## src/rtl/lift_req_queue.sv

```systemverilog
// Hall-call request queue for a four-floor lift.
// Debounced-level buttons are edge detected, deduplicated against requests
// already captured or queued, and pushed one per cycle (lowest button index
// first) into a small FIFO that the lift controller drains with lift_done.
module lift_req_queue #(
  parameter int DEPTH = 4
) (
  input  logic       clk,
  input  logic       rst_n,
  input  logic [5:0] btn,
  input  logic       lift_done,
  output logic [2:0] req_code,
  output logic       q_empty,
  output logic       q_full,
  output logic [2:0] count,
  output logic [5:0] pending
);

  localparam int AW = (DEPTH <= 2) ? 1 : $clog2(DEPTH);

  // FIFO stores the button index (0..5); the external code is derived on read.
  logic [2:0]    mem_q [DEPTH];
  logic [AW-1:0] rd_q, rd_d;
  logic [AW-1:0] wr_q, wr_d;
  logic [2:0]    count_q, count_d;
  logic [5:0]    btn_q;
  logic [5:0]    cap_q, cap_d;
  logic [5:0]    inq_q, inq_d;

  logic       empty, full;
  logic       pop, push;
  logic [2:0] head_idx;
  logic [2:0] push_idx;
  logic [5:0] press;
  logic [5:0] pop_mask;
  logic [5:0] push_mask;

  // Button index to lift request code.
  function automatic logic [2:0] code_of(input logic [2:0] idx);
    case (idx)
      3'd0:    code_of = 3'b001;
      3'd1:    code_of = 3'b010;
      3'd2:    code_of = 3'b011;
      3'd3:    code_of = 3'b110;
      3'd4:    code_of = 3'b111;
      3'd5:    code_of = 3'b100;
      default: code_of = 3'b000;
    endcase
  endfunction

  // Pointer advance with wrap at DEPTH (DEPTH need not be a power of two).
  function automatic logic [AW-1:0] ptr_inc(input logic [AW-1:0] p);
    ptr_inc = (p == AW'(DEPTH - 1)) ? '0 : p + AW'(1);
  endfunction

  assign empty    = (count_q == 3'd0);
  assign full     = (count_q == 3'(DEPTH));
  assign head_idx = mem_q[rd_q];

  // Push/pop decisions, dedup and next-state for all control registers.
  always_comb begin
    press     = btn & ~btn_q;
    pop       = lift_done & ~empty;
    pop_mask  = pop ? (6'b000001 << head_idx) : 6'b000000;

    // Lowest-index captured request wins the single push slot. A pop in the
    // same cycle frees a slot, so a full queue can still accept it.
    push_idx = 3'd0;
    for (int i = 5; i >= 0; i--) begin
      if (cap_q[i]) push_idx = 3'(i);
    end
    push      = (|cap_q) && (!full || pop);
    push_mask = push ? (6'b000001 << push_idx) : 6'b000000;

    // A press is new unless the request is still queued (and not leaving
    // this cycle) or already captured.
    cap_d = (cap_q & ~push_mask) | (press & ~(inq_q & ~pop_mask) & ~cap_q);
    inq_d = (inq_q & ~pop_mask) | push_mask;

    rd_d    = pop  ? ptr_inc(rd_q) : rd_q;
    wr_d    = push ? ptr_inc(wr_q) : wr_q;
    count_d = count_q;
    if (push && !pop)      count_d = count_q + 3'd1;
    else if (pop && !push) count_d = count_q - 3'd1;
  end

  // Control state: pointers, count, edge-detect sample, capture and queued sets.
  always_ff @(posedge clk) begin
    if (!rst_n) begin
      rd_q    <= '0;
      wr_q    <= '0;
      count_q <= 3'd0;
      btn_q   <= 6'b000000;
      cap_q   <= 6'b000000;
      inq_q   <= 6'b000000;
    end else begin
      rd_q    <= rd_d;
      wr_q    <= wr_d;
      count_q <= count_d;
      btn_q   <= btn;
      cap_q   <= cap_d;
      inq_q   <= inq_d;
    end
  end

  // FIFO storage; contents are only meaningful between rd and wr pointers.
  always_ff @(posedge clk) begin
    if (rst_n && push) mem_q[wr_q] <= push_idx;
  end

  assign req_code = empty ? 3'b000 : code_of(head_idx);
  assign q_empty  = empty;
  assign q_full   = full;
  assign count    = count_q;
  assign pending  = cap_q | inq_q;

endmodule

```

## config.mk

```make
export PLATFORM = sky130hd
export DESIGN_NAME = lift_req_queue
export DESIGN_NICKNAME = d
export VERILOG_FILES = /design/src/rtl/lift_req_queue.sv
export SDC_FILE = /design/constraint.sdc
export NUM_CORES = 1
export LEC_CHECK = 0
export CAP_MARGIN = 5
export CORE_UTILIZATION = 51
export CTS_BUF_LIST = sky130_fd_sc_hd__clkbuf_4 sky130_fd_sc_hd__clkbuf_8
export CTS_CLUSTER_DIAMETER = 30
export DETAILED_ROUTE_END_ITERATION = 10
export GPL_ROUTABILITY_DRIVEN = 0
export PLACE_DENSITY = 0.78
export SLEW_MARGIN = 5
export SYNTH_ARGS = -nofsm -noshare
export SYNTH_HDL_FRONTEND = slang
export SYNTH_SLANG_ARGS = --single-unit
```

## constraint.sdc

```tcl
create_clock -name clk -period 2.38 [get_ports clk]
set_input_delay 0.714 -clock clk [delete_from_list [all_inputs] [get_ports clk]]
set_output_delay 0.714 -clock clk [all_outputs]
set_load 0.02 [all_outputs]
```

==> results.json, run 1 <==
{
  "status": "complete, but fails checks",
  "violations": "negative setup slack",
  "row_count": 21,
  "muxShareOfSynthArea_pct": 6.09,
  "grt_pass1_vias": 1314,
  "cp-end-kind": "output port",
  "path_class": "reg2out",
  "ys_seq_area_share_pct": 50.4,
  "ys_ff_latch": 39,
  "finClkSkew_ns": 0.0134,
  "preCtsSetupSlack_ns": -0.442,
  "yosys_warnings": 0,
  "worstSkewPairLatency_ns": 0.35,
  "hold_viol": 0,
  "finalWorstSetupSlack_ns": -0.267,
  "cts_tree": "done",
  "grt_max_degree": 14,
  "cts.clk_slew.worst_paths_ns": 0.12,
  "final_common_cell": "dfxtp_1",
  "tightestPinTransition_ns": 0.526,
  "max_freq_mhz": 378,
  "most-common-layout-cells": "25 x dfxtp_1, 23 x buf_4, 16 x clkdlybuf4s50_1",
  "core_area_um2": 3340,
  "numCtsBuffers": 5,
  "grt_pass1_wl_um": 5980,
  "ys.flop_type": "dfxtp_1",
  "syn2layout_area_growth_pct": 29.0,
  "fp.dieH_um": 61.2,
  "finalNonFillerCells": 253,
  "final_max_slew_viol_count": 0,
  "synth_top_family_by_area": "simple AND/OR/NAND/NOR gates",
  "dr_total_vias": 1360,
  "synth_xor_area_share_pct": 1.47,
  "synth_edf_count": 12,
  "synth-simple-area-share_pct": 21.1,
  "ant_nets": 0,
  "drv_cap": 0,
  "synth_top_area_share_pct": 30.2,
  "syn_nets": 175,
  "dp_hpwl_um": 2770,
  "rsz0062_at_grt": "true",
  "clk_root_buffer_cell": "clkbuf_4",
  "drt_iter0_markers": 79,
  "whs_path_depth": 1,
  "ir_worst_vdd_mv": 0.704,
  "crit_arrival_ns": 1.93,
  "first_pass_iters": 4,
  "slew_headroom_pct": 64.7,
  "synth-async-reset-ratio_pct": 0,
  "setup_violations": 3,
  "start_kind": "register",
  "layout-drive-gt1-share_pct": 27.5,
  "wire_per_inst_um": 14.8,
  "fin_setup_tns_ns": -0.686,
  "yosys.area_share.adder_pct": 5.32,
  "drcViolationCount": 0,
  "grt_overflow": 0,
  "nNetsFinal": 222,
  "finalCriticalPeriod_ns": 2.65,
  "clock-sinks": 39,
  "synth_top_area_cell": "dfxtp_1",
  "antenna_found_initial": 0,
  "syn-cell-area_um2": 1790,
  "postCtsHoldBufs": 0,
  "avgSynthCellArea_um2": 11.2,
  "syn_inst": 159,
  "rr_worst_depth": 9,
  "pin_count": 23,
  "track_usage_pct": 22.4,
  "crit_fanout": 4,
  "htree_levels": 2,
  "synth_cell_type_count": 45,
  "powerDensity_nw_per_um2": 1030,
  "ctsLongestPathBuffers": 2,
  "start_util_pct": 53.6,
  "p_leak_nw": 0.955,
  "ys_top_cells_by_area": "dfxtp_1 30%, edfxtp_1 20%, ha_1 4.2%",
  "fp.dieArea_um2": 3750,
  "n_antenna_cell": 0,
  "io_buffers": 22,
  "routed_wl_um": 3740,
  "required_ns": 1.67,
  "die_w_um": 61.2,
  "min_path_type": "reg2reg",
  "synth-compound-area-share_pct": 12.5,
  "viasPerCell": 5.38,
  "period_share_pct": 111,
  "dp.cells": 242
}
-- cell usage after synthesis, types with 2 or more instances --
master    count
ha_1          6
nand2_1       9
o32ai_1       2
inv_1         9
dfxtp_1      27
nor2b_1       6
nor3_1        5
or2_2         6
o31a_1        2
xnor2_1       2
and3_1        4
mux2i_1       3
nor2_1        7
or3_1         2
a21boi_1      3
o21ai_1       2
o211ai_1      2
nand2b_1      5
nor3b_1       3
clkbuf_1      3
a21boi_0      2
mux4_2        3
o41ai_2       2
nor4b_2       2
o21a_1        3
edfxtp_1     12
o21ai_0       3
and2_1        7
-- power breakdown --
part           internal, mW  total, mW  switching (mW)
clock network         0.110      0.325           0.215
registers             0.809      0.892          0.0825
logic                 0.585       1.16           0.576
-- through the flow --
| step | hold slack [ns] | power [mW] | instance area [um^2] | utilization (%) |
|---|---|---|---|---|
| floorplan | 0.416 | 1.52 | 1800 | - |
| global placement | 0.428 | 1.94 | 2200 | 66.0 |
| detailed placement | 0.450 | 1.98 | 2200 | 66.0 |
| CTS | 0.467 | 2.33 | 2280 | 68.5 |
| global route | 0.482 | 2.51 | 2310 | 69.1 |
| finish | 0.464 | 2.38 | 2310 | 69.1 |
-- critical path, cell delays in order, from the launching register on --
cell	delay (ns)
edfxtp_1	0.43
mux4_2	0.51
or2_4	0.30
xnor2_4	0.13
nor2_2	0.10
buf_6	0.12
-- state kept, by name (all words and copies together), names as in the netlist, named ones only --
signal,cells
mem_q,12
btn_q,6
cap_q,6
inq_q,6
count,3
rd_q,2
wr_q,2
-- layout make-up --
cell class	count	area [um^2]
timing repair buffer	45	387
multi-input combinational	106	870
inverter	9	33.8
tap	46	57.6
sequential	39	906
clock inverter	3	15.0
fill	265	1030
clock buffer	5	37.5
-- kinds of logic (layout without fill, tap and decap cells) --
logic type / after synthesis / in the layout
mux: 7 / 7
simple gates: 61 / 61
flops: 39 / 39
fa+ha+maj: 7 / 7
xor+xnor: 3 / 3
buf+inv: 14 / 62
compound gates: 28 / 28
-- final timing paths --
path                  to  slack [ns]   startpoint
max          req_code[1]       -0.27  mem_q[0][1]
min             cap_q[1]        0.46     btn_q[1]
max reg2reg     count[2]        0.15     count[1]
min reg2reg     cap_q[1]        0.46     btn_q[1]
-- per-layer routing --
layer / global-route usage [%] / wire [um] / share of wire, %
met1: 27.6 / 1660 / 44
met2: 37.3 / 1840 / 49
met3: 6.51 / 186 / 5.0
met4: 8.12 / 54 / 1.4
met5: 0 / 0 / 0
-- what timing repair did --
item | CTS | global route
pin swaps | 2 | 0
setup endpoints to repair | 6 | 3
hold endpoints to repair | 0 | 0
gates resized for setup | 27 | 2
setup buffers | 2 | 1
Power figures use the tool's default switching activity.
==> inputs of run 2 (changes only) <==
--- a/config.mk
+++ b/config.mk
@@ -5,7 +5,8 @@
 export SDC_FILE = /design/constraint.sdc
 export NUM_CORES = 1
 export LEC_CHECK = 0
-export CAP_MARGIN = 5
+export CAP_MARGIN = 20
+export CORE_MARGIN = 2
 export CORE_UTILIZATION = 51
 export CTS_BUF_LIST = sky130_fd_sc_hd__clkbuf_4 sky130_fd_sc_hd__clkbuf_8
 export CTS_CLUSTER_DIAMETER = 30
==> run 2 against run 1 <==
  * The flow still finishes with violations (negative setup slack)
  * Combinational power up 4%
  * Critical path depth unchanged
  * First-iteration DRC count down 37%
  * Global-route usage up 0.58 points
  * Clock power up 6%
  * Sequential cell count unchanged
  * Non-clock buffer count up 3
  * Sequential power up 0.6%
  * Critical endpoint unchanged
==> results.json, run 2 (synthesis results as in run 1) <==
{
  "status": "complete, but fails checks",
  "violations": "negative setup slack",
  "htree_levels": 2,
  "placed_area_um2": 2230,
  "layout-drive-gt1-share_pct": 29.5,
  "powerDensity_nw_per_um2": 1040,
  "cts_tree": "done",
  "drcViolationCount": 0,
  "drv_cap": 0,
  "final_cell_area_um2": 2350,
  "io_buffers": 22,
  "path_delay_family": "multiplexers",
  "cp-end-kind": "output port",
  "most-common-layout-cells": "26 x buf_4, 25 x dfxtp_1, 16 x clkdlybuf4s50_1",
  "timing.hold.ws_ns": 0.446,
  "dr_total_vias": 1366,
  "start_kind": "register",
  "row_count": 21,
  "required_ns": 1.67,
  "finClkSkew_ns": 0.00426,
  "slew_headroom_pct": 67.0,
  "ctsLongestPathBuffers": 2,
  "period_share_pct": 111,
  "syn2layout_area_growth_pct": 31.5,
  "largest_register_ffs": 12,
  "grt_pass1_wl_um": 7020,
  "combPwrFrac_pct": 49.3,
  "final_common_cell": "buf_4",
  "clock-sinks": 39,
  "ant_nets": 0,
  "max_freq_mhz": 378,
  "n_fill_cell": 265,
  "numCtsBuffers": 5,
  "preCtsSetupSlack_ns": -0.433,
  "dp_hpwl_um": 2980,
  "cp_slowest_cell": "mux4_2",
  "pin_count": 23,
  "grt_pass1_vias": 1447,
  "die_w_um": 63.2,
  "path_class": "reg2out",
  "crit_arrival_ns": 1.93,
  "track_usage_pct": 22.9,
  "cts.clk_slew.worst_paths_ns": 0.11,
  "clk_root_buffer_cell": "clkbuf_4",
  "first_pass_iters": 4,
  "start_util_pct": 53.2,
  "finalCriticalPeriod_ns": 2.65,
  "finalPower_mw": 2.45,
  "antenna_found_initial": 0,
  "p_switching_uw": 891,
  "crit_chain": "mux4_2 > or2_4 > xnor2_2 > nor2_2 > buf_6",
  "utilization_pct": 69.9,
  "p_clk_share_pct": 14.0,
  "n_antenna_cell": 0,
  "routed_wl_um": 4000,
  "tightestPinTransition_ns": 0.491,
  "dp.cells": 246,
  "fp.dieArea_um2": 4000,
  "seq_power_share_pct": 36.6,
  "p_leak_nw": 0.979,
  "crit_fanout": 2,
  "fp.dieH_um": 63.2,
  "p_int_mw": 1.56,
  "grt_max_degree": 12,
  "fin_setup_tns_ns": -0.693,
  "drt_iter0_markers": 50,
  "p_sw_share_pct": 36.4,
  "setup_violations": 3,
  "hold_viol": 0,
  "final_max_slew_viol_count": 0,
  "wire_per_inst_um": 15.6,
  "worstSkewPairLatency_ns": 0.35,
  "nNetsFinal": 225,
  "rsz0062_at_grt": "true",
  "ir_worst_vdd_mv": 0.716,
  "viasPerCell": 5.34,
  "critPathBufInv": 1,
  "regMostFlops": "mem_q",
  "finalNonFillerCells": 256,
  "cpPeakStageDelay_ns": 0.52,
  "grt_overflow": 0,
  "finalWorstSetupSlack_ns": -0.266,
  "core_area_um2": 3360,
  "postCtsHoldBufs": 0,
  "min_path_type": "reg2reg"
}
-- run 2: cell count changes in the layout (fill, tap and decap cells not counted), sizes merged --
cell | before | now
clkinv | 3 | 1
clkbuf | 5 | 7
buf | 26 | 29
-- run 2: worst paths after layout --
path / startpoint / to / slack [ns] / depth (start not counted)
min reg2reg: btn_q[1] / cap_q[1] / 0.45 / 1
max reg2reg: count[1] / count[2] / 0.16 / 9
min: btn_q[1] / cap_q[1] / 0.45 / 1
max: mem_q[3][0] / req_code[1] / -0.27 / 5
-- run 2: power by group through the flow --
| stage | logic (mW) | registers [mW] | clock network, mW |
|---|---|---|---|
| 6_report | 1.21 | 0.897 | 0.344 |
| 5_1_grt | 1.32 | 0.915 | 0.374 |
| 4_1_cts | 1.19 | 0.896 | 0.353 |
| 3_5_place_dp | 1.11 | 0.897 | 0 |
| 3_3_place_gp | 1.07 | 0.886 | 0 |
| 2_1_floorplan | 0.601 | 0.915 | 0 |
-- run 2: area by class of cell --
type | count | area (um^2) | share of cell area, %
multi-input cells | 106 | 881 | 37.5
clock buffers | 7 | 52.6 | 2.24
repair buffers | 48 | 415 | 17.7
clock inverters | 1 | 5.00 | 0.213
flip-flops and latches | 39 | 906 | 38.5
well taps | 46 | 57.6 | 2.45
inverters | 9 | 33.8 | 1.44
-- run 2: layer usage --
metal | track usage (%) | share of wire [%] | routed length [um]
met5 | 0 | 0 | 0
met3 | 4.11 | 4.2 | 168
met2 | 37.6 | 52 | 2090
met4 | 11.1 | 1.2 | 46
met1 | 29.3 | 42 | 1690
-- run 2: what timing repair did --
action                     4_1_cts  5_1_grt
buffers inserted                 2        0
gates cloned                     0        0
setup endpoints to repair        6        3
gates resized for setup         33        2
pin swaps                        2        2
==> inputs of run 3 (changes only) <==
--- a/config.mk
+++ b/config.mk
@@ -5,6 +5,7 @@
 export SDC_FILE = /design/constraint.sdc
 export NUM_CORES = 1
 export LEC_CHECK = 0
+export ABC_CLOCK_PERIOD_IN_PS = 2380
 export CAP_MARGIN = 20
 export CORE_MARGIN = 2
 export CORE_UTILIZATION = 51
==> results of run 3 <==
The final DEF is identical to that of run 2; final timing and power are the same.
